**src/rtl/ddr3_video_pkg.sv**
```systemverilog
// Default 720p raster timing, FSM state type and colour-bar palette shared by the video reader.
package ddr3_video_pkg;

   localparam int DEF_H_ACTIVE = 1280;
   localparam int DEF_H_FP     = 110;
   localparam int DEF_H_SYNC   = 40;
   localparam int DEF_H_BP     = 220;
   localparam int DEF_V_ACTIVE = 720;
   localparam int DEF_V_FP     = 5;
   localparam int DEF_V_SYNC   = 5;
   localparam int DEF_V_BP     = 20;

   typedef enum logic {
      ST_IDLE = 1'b0,
      ST_RUN  = 1'b1
   } state_e;

   function automatic int h_total(input int act, input int fp, input int sync, input int bp);
      return act + fp + sync + bp;
   endfunction

   function automatic int v_total(input int act, input int fp, input int sync, input int bp);
      return act + fp + sync + bp;
   endfunction

   // Bars left to right: white, yellow, cyan, green, magenta, red, blue, black.
   function automatic logic [23:0] bar_color(input logic [2:0] idx);
      logic [23:0] c;
      case (idx)
         3'd0:    c = 24'hFFFFFF;
         3'd1:    c = 24'hFFFF00;
         3'd2:    c = 24'h00FFFF;
         3'd3:    c = 24'h00FF00;
         3'd4:    c = 24'hFF00FF;
         3'd5:    c = 24'hFF0000;
         3'd6:    c = 24'h0000FF;
         default: c = 24'h000000;
      endcase
      return c;
   endfunction

endpackage

```
**src/rtl/ddr3_video_reader_if.sv**
```systemverilog
// Pixel-clock bundle: read-FIFO pop/rewind handshake plus the RGB888 video stream.
interface ddr3_video_reader_if;
   logic        rd_load;
   logic        rdfifo_rden;
   logic [31:0] rdfifo_dout;
   logic        vid_de;
   logic        vid_hs;
   logic        vid_vs;
   logic [23:0] vid_rgb;
   logic        frame_start;

   modport master (
      output rd_load, rdfifo_rden, vid_de, vid_hs, vid_vs, vid_rgb, frame_start,
      input  rdfifo_dout
   );

   modport slave (
      input  rd_load, rdfifo_rden, vid_de, vid_hs, vid_vs, vid_rgb, frame_start,
      output rdfifo_dout
   );
endinterface

```
**src/rtl/video_timing_gen.sv**
```systemverilog
// Raster counters and raw (unaligned) decode of active area, syncs, FIFO rewind point and bar index.
module video_timing_gen
   import ddr3_video_pkg::*;
#(
   parameter int H_ACTIVE = DEF_H_ACTIVE,
   parameter int H_FP     = DEF_H_FP,
   parameter int H_SYNC   = DEF_H_SYNC,
   parameter int H_BP     = DEF_H_BP,
   parameter int V_ACTIVE = DEF_V_ACTIVE,
   parameter int V_FP     = DEF_V_FP,
   parameter int V_SYNC   = DEF_V_SYNC,
   parameter int V_BP     = DEF_V_BP
) (
   input  logic       clk,
   input  logic       rst,
   input  logic       run_i,
   output logic       active_o,
   output logic       hsync_o,
   output logic       vsync_o,
   output logic       load_pt_o,
   output logic       first_px_o,
   output logic [2:0] bar_o
);
   localparam int H_TOTAL = h_total(H_ACTIVE, H_FP, H_SYNC, H_BP);
   localparam int V_TOTAL = v_total(V_ACTIVE, V_FP, V_SYNC, V_BP);
   localparam int HW      = $clog2(H_TOTAL);
   localparam int VW      = $clog2(V_TOTAL);
   localparam int BAR_W   = H_ACTIVE / 8;

   localparam logic [HW-1:0] H_LAST   = HW'(H_TOTAL - 1);
   localparam logic [HW-1:0] H_ACT    = HW'(H_ACTIVE);
   localparam logic [HW-1:0] HS_FIRST = HW'(H_ACTIVE + H_FP);
   localparam logic [HW-1:0] HS_LAST  = HW'(H_ACTIVE + H_FP + H_SYNC - 1);
   localparam logic [VW-1:0] V_LAST   = VW'(V_TOTAL - 1);
   localparam logic [VW-1:0] V_ACT    = VW'(V_ACTIVE);
   localparam logic [VW-1:0] VS_FIRST = VW'(V_ACTIVE + V_FP);
   localparam logic [VW-1:0] VS_LAST  = VW'(V_ACTIVE + V_FP + V_SYNC - 1);

   logic [HW-1:0] hcnt_q, hcnt_d;
   logic [VW-1:0] vcnt_q, vcnt_d;

   always_comb begin
      hcnt_d = hcnt_q + 1'b1;
      vcnt_d = vcnt_q;
      if (hcnt_q == H_LAST) begin
         hcnt_d = '0;
         vcnt_d = (vcnt_q == V_LAST) ? '0 : vcnt_q + 1'b1;
      end
   end

   // Parked in vertical blanking so a restart always passes the rewind point first.
   always_ff @(posedge clk) begin
      if (rst || !run_i) begin
         hcnt_q <= '0;
         vcnt_q <= V_ACT;
      end else begin
         hcnt_q <= hcnt_d;
         vcnt_q <= vcnt_d;
      end
   end

   assign active_o   = (hcnt_q < H_ACT) && (vcnt_q < V_ACT);
   assign hsync_o    = (hcnt_q >= HS_FIRST) && (hcnt_q <= HS_LAST);
   assign vsync_o    = (vcnt_q >= VS_FIRST) && (vcnt_q <= VS_LAST);
   assign load_pt_o  = (hcnt_q == '0) && (vcnt_q == VS_FIRST);
   assign first_px_o = (hcnt_q == '0) && (vcnt_q == '0);
   assign bar_o      = 3'(32'(hcnt_q) / BAR_W);

endmodule

```
**src/rtl/ddr3_video_reader.sv**
```systemverilog
// Raster reader: pops the DDR3 read FIFO once per active pixel and emits HS/VS/DE/RGB888.
// Define COLOR_BAR_EN to add a test_mode input that replaces FIFO data with 8 colour bars.
module ddr3_video_reader
   import ddr3_video_pkg::*;
#(
   parameter int H_ACTIVE = DEF_H_ACTIVE,
   parameter int H_FP     = DEF_H_FP,
   parameter int H_SYNC   = DEF_H_SYNC,
   parameter int H_BP     = DEF_H_BP,
   parameter int V_ACTIVE = DEF_V_ACTIVE,
   parameter int V_FP     = DEF_V_FP,
   parameter int V_SYNC   = DEF_V_SYNC,
   parameter int V_BP     = DEF_V_BP,
   parameter bit SYNC_POL = 1'b1
) (
   input  logic clk,
   input  logic rst,
   input  logic calib_done,
`ifdef COLOR_BAR_EN
   input  logic test_mode,
`endif
   ddr3_video_reader_if.master vid
);
   // state   | meaning
   // ST_IDLE | DDR3 not ready; counters parked at (0, V_ACTIVE), outputs blanked
   // ST_RUN  | raster running; FIFO popped on every active pixel

   state_e      state_q, state_d;
   logic        run;
   logic        active, hsync, vsync, load_pt, first_px;
   logic [2:0]  bar;
   logic        tm;
   logic        rden_q, load_q;
   logic [1:0]  de_q, hs_q, vs_q, fs_q;
   logic [23:0] pix;

   always_comb begin
      state_d = state_q;
      run     = 1'b0;
      if (state_q == ST_IDLE) begin
         if (calib_done) state_d = ST_RUN;
      end else if (calib_done) begin
         run = 1'b1;
      end else begin
         state_d = ST_IDLE;
      end
   end

   always_ff @(posedge clk) begin
      if (rst) state_q <= ST_IDLE;
      else     state_q <= state_d;
   end

   video_timing_gen #(
      .H_ACTIVE(H_ACTIVE), .H_FP(H_FP), .H_SYNC(H_SYNC), .H_BP(H_BP),
      .V_ACTIVE(V_ACTIVE), .V_FP(V_FP), .V_SYNC(V_SYNC), .V_BP(V_BP)
   ) u_timing (
      .clk        (clk),
      .rst        (rst),
      .run_i      (run),
      .active_o   (active),
      .hsync_o    (hsync),
      .vsync_o    (vsync),
      .load_pt_o  (load_pt),
      .first_px_o (first_px),
      .bar_o      (bar)
   );

`ifdef COLOR_BAR_EN
   assign tm = test_mode;
`else
   assign tm = 1'b0;
`endif

   // Stage 0 pops the FIFO; video controls take one more stage to meet the registered FIFO data.
   always_ff @(posedge clk) begin
      if (rst || !run) begin
         rden_q <= 1'b0;
         load_q <= 1'b0;
         de_q   <= '0;
         hs_q   <= '0;
         vs_q   <= '0;
         fs_q   <= '0;
      end else begin
         rden_q <= active && !tm;
         load_q <= load_pt && !tm;
         de_q   <= {de_q[0], active};
         hs_q   <= {hs_q[0], hsync};
         vs_q   <= {vs_q[0], vsync};
         fs_q   <= {fs_q[0], first_px};
      end
   end

`ifdef COLOR_BAR_EN
   logic [2:0] bar1_q, bar2_q;
   logic       unused_ok;

   always_ff @(posedge clk) begin
      if (rst) begin
         bar1_q <= '0;
         bar2_q <= '0;
      end else begin
         bar1_q <= bar;
         bar2_q <= bar1_q;
      end
   end

   assign pix       = tm ? bar_color(bar2_q) : vid.rdfifo_dout[23:0];
   assign unused_ok = &{1'b0, vid.rdfifo_dout[31:24]};
`else
   logic unused_ok;
   assign pix       = vid.rdfifo_dout[23:0];
   assign unused_ok = &{1'b0, vid.rdfifo_dout[31:24], bar};
`endif

   assign vid.rdfifo_rden = rden_q;
   assign vid.rd_load     = load_q;
   assign vid.vid_de      = de_q[1];
   assign vid.vid_hs      = hs_q[1] ~^ SYNC_POL;
   assign vid.vid_vs      = vs_q[1] ~^ SYNC_POL;
   assign vid.frame_start = fs_q[1];
   assign vid.vid_rgb     = de_q[1] ? pix : 24'h0;

endmodule

```
**src/flat_wrapper.sv**
```systemverilog
// flat-port wrapper written by rule: the top's interface ports become plain ports
module ddr3_video_reader_flat import ddr3_video_pkg::*;
#(
   parameter int H_ACTIVE = DEF_H_ACTIVE,
   parameter int H_FP     = DEF_H_FP,
   parameter int H_SYNC   = DEF_H_SYNC,
   parameter int H_BP     = DEF_H_BP,
   parameter int V_ACTIVE = DEF_V_ACTIVE,
   parameter int V_FP     = DEF_V_FP,
   parameter int V_SYNC   = DEF_V_SYNC,
   parameter int V_BP     = DEF_V_BP,
   parameter bit SYNC_POL = 1'b1
)
  (clk, rst, calib_done, vid_rd_load, vid_rdfifo_rden, vid_vid_de, vid_vid_hs, vid_vid_vs, vid_vid_rgb, vid_frame_start, vid_rdfifo_dout);
  ddr3_video_reader_if vid_i ();
  input  logic clk;
  input  logic rst;
  input  logic calib_done;
  output wire logic [$bits(vid_i.rd_load)-1:0] vid_rd_load;
  output wire logic [$bits(vid_i.rdfifo_rden)-1:0] vid_rdfifo_rden;
  output wire logic [$bits(vid_i.vid_de)-1:0] vid_vid_de;
  output wire logic [$bits(vid_i.vid_hs)-1:0] vid_vid_hs;
  output wire logic [$bits(vid_i.vid_vs)-1:0] vid_vid_vs;
  output wire logic [$bits(vid_i.vid_rgb)-1:0] vid_vid_rgb;
  output wire logic [$bits(vid_i.frame_start)-1:0] vid_frame_start;
  input wire logic [$bits(vid_i.rdfifo_dout)-1:0] vid_rdfifo_dout;
  assign vid_rd_load = vid_i.rd_load;
  assign vid_rdfifo_rden = vid_i.rdfifo_rden;
  assign vid_vid_de = vid_i.vid_de;
  assign vid_vid_hs = vid_i.vid_hs;
  assign vid_vid_vs = vid_i.vid_vs;
  assign vid_vid_rgb = vid_i.vid_rgb;
  assign vid_frame_start = vid_i.frame_start;
  assign vid_i.rdfifo_dout = vid_rdfifo_dout;
  ddr3_video_reader #(.H_ACTIVE(H_ACTIVE), .H_FP(H_FP), .H_SYNC(H_SYNC), .H_BP(H_BP), .V_ACTIVE(V_ACTIVE), .V_FP(V_FP), .V_SYNC(V_SYNC), .V_BP(V_BP), .SYNC_POL(SYNC_POL)) u_core (.clk(clk), .rst(rst), .calib_done(calib_done), .vid(vid_i));
endmodule
```
**config.mk**
```make
export PLATFORM = sky130hd
export DESIGN_NAME = ddr3_video_reader_flat
export DESIGN_NICKNAME = d
export VERILOG_FILES = /design/src/rtl/ddr3_video_pkg.sv /design/src/rtl/ddr3_video_reader_if.sv /design/src/rtl/video_timing_gen.sv /design/src/rtl/ddr3_video_reader.sv /design/src/flat_wrapper.sv
export SDC_FILE = /design/constraint.sdc
export NUM_CORES = 1
export LEC_CHECK = 0
export BUFFER_PORTS_ARGS = -buffer_cell sky130_fd_sc_hd__buf_2
export CAP_MARGIN = 30
export CORE_UTILIZATION = 46
export DETAILED_ROUTE_END_ITERATION = 8
export PLACE_DENSITY = 0.72
export SKIP_CTS_REPAIR_TIMING = 1
export SLEW_MARGIN = 10
export SYNTH_ARGS = -nofsm -noshare
export SYNTH_HDL_FRONTEND = slang
export SYNTH_SLANG_ARGS = --single-unit
export TNS_END_PERCENT = 1
```
**constraint.sdc**
```tcl
create_clock -name clk -period 2.3 [get_ports clk]
set_input_delay 0.69 -clock clk [delete_from_list [all_inputs] [get_ports clk]]
set_output_delay 0.69 -clock clk [all_outputs]
set_load 0.01 [all_outputs]
```
# Yosys cells after proc, flatten, opt, wreduce, memory -nomap -nowiden
# Cells that the tools add are included.
# W data, S select, Z words.
[totals] register_bits=32 word_cells=34 inputBits=35 output_inout_bits=30
[classes] n_eq_ne=3 n_mux=4 reduce_logical=10 n_addsub=2 magnitude_cmp=6
[op_table] cell="$mux W24" count=1
[op_table] cell="$eq A10 B10 Y1 const B" count=2
[op_table] cell="$add A11 B1 Y11 const B" count=1
[op_table] cell="$eq A11 B11 Y1 const B" count=1
[op_table] cell="$ge A11 B11 Y1 const B" count=1
[op_table] cell="$le A11 B11 Y1 const B" count=1
[op_table] cell="$logic_not A11 Y1" count=1
[op_table] cell="$lt A11 B11 Y1 const B" count=1
[op_table] cell="$add A10 B1 Y10 const B" count=1
[op_table] cell="$ge A10 B10 Y1 const B" count=1
[op_table] cell="$le A10 B10 Y1 const B" count=1
[op_table] cell="$logic_not A10 Y1" count=1
[op_table] cell="$lt A10 B10 Y1 const B" count=1
[op_table] cell="$mux W10" count=1
[op_table] cell="$logic_and A1 B1 Y1" count=5
[op_table] cell="$mux W1" count=2
[op_table] cell="$reduce_or A2 Y1" count=1
[op_table] cell="$logic_not A1 Y1" count=1
[op_table] cell="$logic_or A1 B1 Y1" count=1

# Logic depth before layout (Yosys ltp)
[logic_depth] depth_word=5 mapped_depth=7 mapped_depth_nobuf=6

# Modules after synthesis
# From an unflattened synthesis, not the netlist that was laid out.
[hier_totals] cells_unflattened=248 hier_area_um2=2014.4
[modules_own_cells] mod="video_timing_gen" instances=1 cells_per_inst=200 area_each_um2=1511.4
[modules_own_cells] mod="ddr3_video_reader" instances=1 cells_per_inst=48 area_each_um2=503.0

# Worst setup path after synthesis
# No wires, ideal clock.
[synth_timing] kind="register to register" from="register u_core.u_timing.hcnt_q[0]" to="register u_core.u_timing.vcnt_q[8]" n_path_buf=1 path_slack_ns=0.516 t_arrival_ns=1.714 path_stages_with_launch=7 cell_sequence="dfxtp_1 ha_1 and3_2 buf_1 nand4_4 or4_1 a21oi_1"
[synth_between] elab_chain_cells=1
[synth_lines] element="start: declaration" line_no="video_timing_gen.sv:39" rtl="logic [HW-1:0] hcnt_q, hcnt_d;"
[synth_lines] element="start signal: assignment" line_no="video_timing_gen.sv:57" rtl="hcnt_q <= hcnt_d;"
[synth_lines] element="$eq A11 B11 Y1" line_no="video_timing_gen.sv:45" rtl="if (hcnt_q == H_LAST) begin"
[synth_lines] element="end signal: assignment" line_no="video_timing_gen.sv:58" rtl="vcnt_q <= vcnt_d;"
[synth_lines] element="end: declaration" line_no="video_timing_gen.sv:40" rtl="logic [VW-1:0] vcnt_q, vcnt_d;"
# Every way passes these cells.
# A chain may end at the register's enable or synchronous reset.

# Worst setup path in the final report
[layout_timing] from="register u_core.de_q[1]" to="output port vid_vid_rgb[19]"
[layout_between] elab_chain_cells=1
[layout_lines] element="start: declaration" line_no="ddr3_video_reader.sv:34" rtl="logic [1:0] de_q, hs_q, vs_q, fs_q;"
[layout_lines] element="start signal: assignment" line_no="ddr3_video_reader.sv:87" rtl="de_q <= {de_q[0], active};"
[layout_lines] element="$mux W24" line_no="ddr3_video_reader.sv:122" rtl="assign vid.vid_rgb = de_q[1] ? pix : 24'h0;"
[layout_lines] element="end: declaration" line_no="flat_wrapper.sv:24" rtl="output wire logic [$bits(vid_i.vid_rgb)-1:0] vid_vid_rgb;"
# Every way passes these cells.

==> run summary <==
The run finished with clean final reports. The number of different library cells used by synthesis comes to 44. The fraction of final layout cells sized beyond drive strength 1 was 0.297; the number of pins exceeding their max-slew limit in the final report was 0. Setup repair after global routing left no endpoint under its margin.

Counting flops with a built-in enable in the synthesized netlist gives 0. The post-route setup TNS is 0 ns. Sort of element at the end of the critical path: a primary output. In this run the deepest clock path goes through 2 buffers. The synthesized netlist occupies a cell area of 0.00166 sq mm. The run gives 0.00385 sq mm as the area of the die. The tools report the final worst slack as 0.299 ns. The worst hold path belongs to the class flip-flop to flip-flop.

The run gives 0.599 as the final core area utilization. The first TritonRoute pass finished after 4 iterations. The count of buffers added on input and output ports is 56. Overall power consumption after layout is estimated at 1.01 mW. The async set-or-reset flop fraction in the synthesized netlist is 0, and the global-route usage over all layers is 0.190.

In this run, the number of DRC markers left after iteration 0 of detailed routing was 36. At the pin with the least slew margin, the transition time is 0.561 ns. The overall die height is 62.0 um. Counting every instance in the synthesized netlist gives 191.

The later pin in the worst-skew pair is clocked with a latency of 0.33 ns. At the end of the flow, the number of nets in the layout was 289. The tools report the maximum vdd drop as 0.294 mV. The horizontal extent of the die was 62.0 um. The run gives 1499 as the via count. The run gives 0.622 as the max-slew headroom at the worst pin. Leaving out fill and tap cells, the most frequent cell in the layout is buf_2. The worst-path maximum fanout was 25; the sequential fraction of design power was 0.535. CTS saw 31 sinks.

The depth of the CTS H-tree was 2; the number of warnings printed during yosys synthesis was 0. TritonCTS built the clock tree. Based on the critical path, the design can be clocked at up to 500 MHz. Leaving out fill and tap cells, the most frequent cells in the layout are buf_2, dfxtp_1, and2_1, nor2_1. For the worst slack at placement, the log shows 0.412 ns. The run gives 26 as the pin count of the biggest net entering global routing. In the synthesized netlist the dominant register cell turns out to be dfxtp_1. For the power dissipated by switching net loads, the log shows 0.195 mW.

By startpoint and endpoint, the worst setup path is classified as flip-flop to primary output. After detailed routing, the average wire length per cell comes to 11.4 um. For the fraction of the yosys area taken by sequential cells, the log shows 0.375.

Setup violations remaining at the end of the flow were counted as 0. The run gives 0 as the leftover overflow at the end of global routing. The flip-flop and latch count after synthesis was 31. The cell-internal power was 0.814 mW.

Data on the critical path arrives at its endpoint at 1.31 ns. The number of antenna violations at the first check in global routing was 0. The tools report the post-synthesis net count as 232.

The cell sitting at the root of the clock tree is a clkbuf_4. Dividing total power by cell area gives a power density of 497 mW/mm^2. After clock tree synthesis, the clock-pin slew on the worst setup and hold paths is 0.09 ns. Max-cap violations in this run came to 0. The total wirelength of the detailed-routed design was 3.37 mm.

Counting the fill cells in the layout gives 281. The total DRC errors in the routed layout came out at 0. The logs give 1.61 ns for the endpoint required time on the critical path and 1205 for the via count of the first global-routing pass.

The tools report the kind of start point of the critical path as a flip-flop. After floorplanning, the core was sized to cover 0.00339 sq mm. The area growth from synthesis to layout is 22.7%.

The tools report the HPWL after detailed placement as 2.58 mm. The power share of the clock group was 0.435; the combinational share of power was 0.030. Once placement completed, the tool counted placed cells totaling 287. The worst path needs 2.00 ns of the cycle, external delays included. The post-synthesis average cell area was 8.67 sq um. The number of antenna diodes in the final layout is 0. For the number of endpoints with negative hold slack in the final report, the log shows 0. Pin placement for this block handled 65 I/O pins. The leakage power of the design was 0.915 nW. Detail-routed via count per cell: 5.08. The first-pass GRT wire length was 5.22 mm; the switching portion of total power was 0.194. Initial core utilization: 0.489. Floorplan row count: 21. Once detail routing completed, the nets flagged for antenna violations numbered 0. The number of buffers created by CTS was 5; the portion of the clock cycle consumed by the worst path in the final layout was 0.870. The congestion estimate from routability-driven global placement came to 0.817. Between clock sinks in the finished design, the worst skew comes to 0.0144 ns.

Excluding fillers, the count of instances in the completed layout stands at 295.
==> path summary, 6_finish.rpt <==
kind | slack (ns) | from | cells after the start | to
hold reg to reg | 0.47 | u_core.fs_q[0] | 1 | u_core.fs_q[1]
setup / recovery | 0.30 | u_core.de_q[1] | 2 | vid_vid_rgb[19]
hold / removal | 0.47 | u_core.fs_q[0] | 1 | u_core.fs_q[1]
setup reg to reg | 0.47 | u_core.u_timing.hcnt_q[2] | 4 | u_core.u_timing.vcnt_q[1]
==> per-stage QoR <==
stage                     hold WS [ns]  area, sq um
after global routing             0.485         2030
final                            0.467         2030
after floorplan                  0.437         1660
after CTS                        0.472         2030
after global placement           0.440         1950
after detailed placement         0.448         1950
==> synthesized netlist by cell type (2+ instances only) <==
cell type | number | area share
a211o_1 | 2 | 0.011
a21o_2 | 2 | 0.011
a21oi_1 | 5 | 0.015
a31oi_1 | 2 | 0.0076
and2_1 | 24 | 0.091
and3_1 | 10 | 0.038
and3_2 | 2 | 0.0091
clkbuf_1 | 4 | 0.0091
dfxtp_1 | 31 | 0.37
ha_1 | 6 | 0.045
inv_1 | 9 | 0.020
nand2_1 | 10 | 0.023
nand3_1 | 7 | 0.021
nand3b_1 | 2 | 0.0091
nand4_1 | 5 | 0.019
nor2_1 | 21 | 0.048
nor3_1 | 5 | 0.015
o21ai_0 | 4 | 0.012
o31ai_1 | 3 | 0.014
or3_1 | 2 | 0.0076
or4_1 | 2 | 0.0091
xnor2_1 | 3 | 0.016
xor2_1 | 9 | 0.048
==> area by class of cell <==
type / count / area [sq um] / share of cell area
inverter: 9 / 33.8 / 0.0166
timing repair buffer: 57 / 288 / 0.142
clock inverter: 2 / 35.0 / 0.0172
sequential: 31 / 621 / 0.305
tap: 46 / 57.6 / 0.0283
multi-input combinational: 144 / 946 / 0.466
clock buffer: 6 / 51.3 / 0.0252
==> sequential cells by signal, indices dropped and copies added, names as in the netlist <==
register and count:
u_core.de_q 2, u_core.fs_q 2, u_core.hs_q 2, u_core.state_q 1
u_core.u_timing.hcnt_q 11, u_core.u_timing.vcnt_q 10, u_core.vid.rd_load 1, u_core.vs_q 2
==> cells by family after synthesis <==
group / after synthesis / synth area share
buffers and inverters: 16 / 0.0544
multiplexers: 1 / 0.00604
AND/OR/NAND/NOR: 102 / 0.361
adder cells (fa/ha/maj): 6 / 0.0453
flip-flops: 31 / 0.375
AO/OA/AOI/OAI: 23 / 0.0952
XOR/XNOR: 12 / 0.0634
==> power by group through the flow <==
stage / sequential, mW / combinational [mW] / clock, mW
floorplan: 0.552 / 0.00703 / 0
global placement: 0.552 / 0.0298 / 0
detailed placement: 0.552 / 0.0306 / 0
CTS: 0.540 / 0.0309 / 0.452
global route: 0.540 / 0.0358 / 0.478
finish: 0.540 / 0.0307 / 0.439
==> per-layer routing <==
metal  wire (um)  GRT usage
met2        1520      0.316
met4          60      0.102
met5           0          0
met1        1520      0.229
met3         265     0.0393
==> critical path, stage by stage, from the launching register on <==
cell and delay, ns:
dfxtp_1 0.64, and2_1 0.22, buf_2 0.13
(Power assumes the default switching activity.)
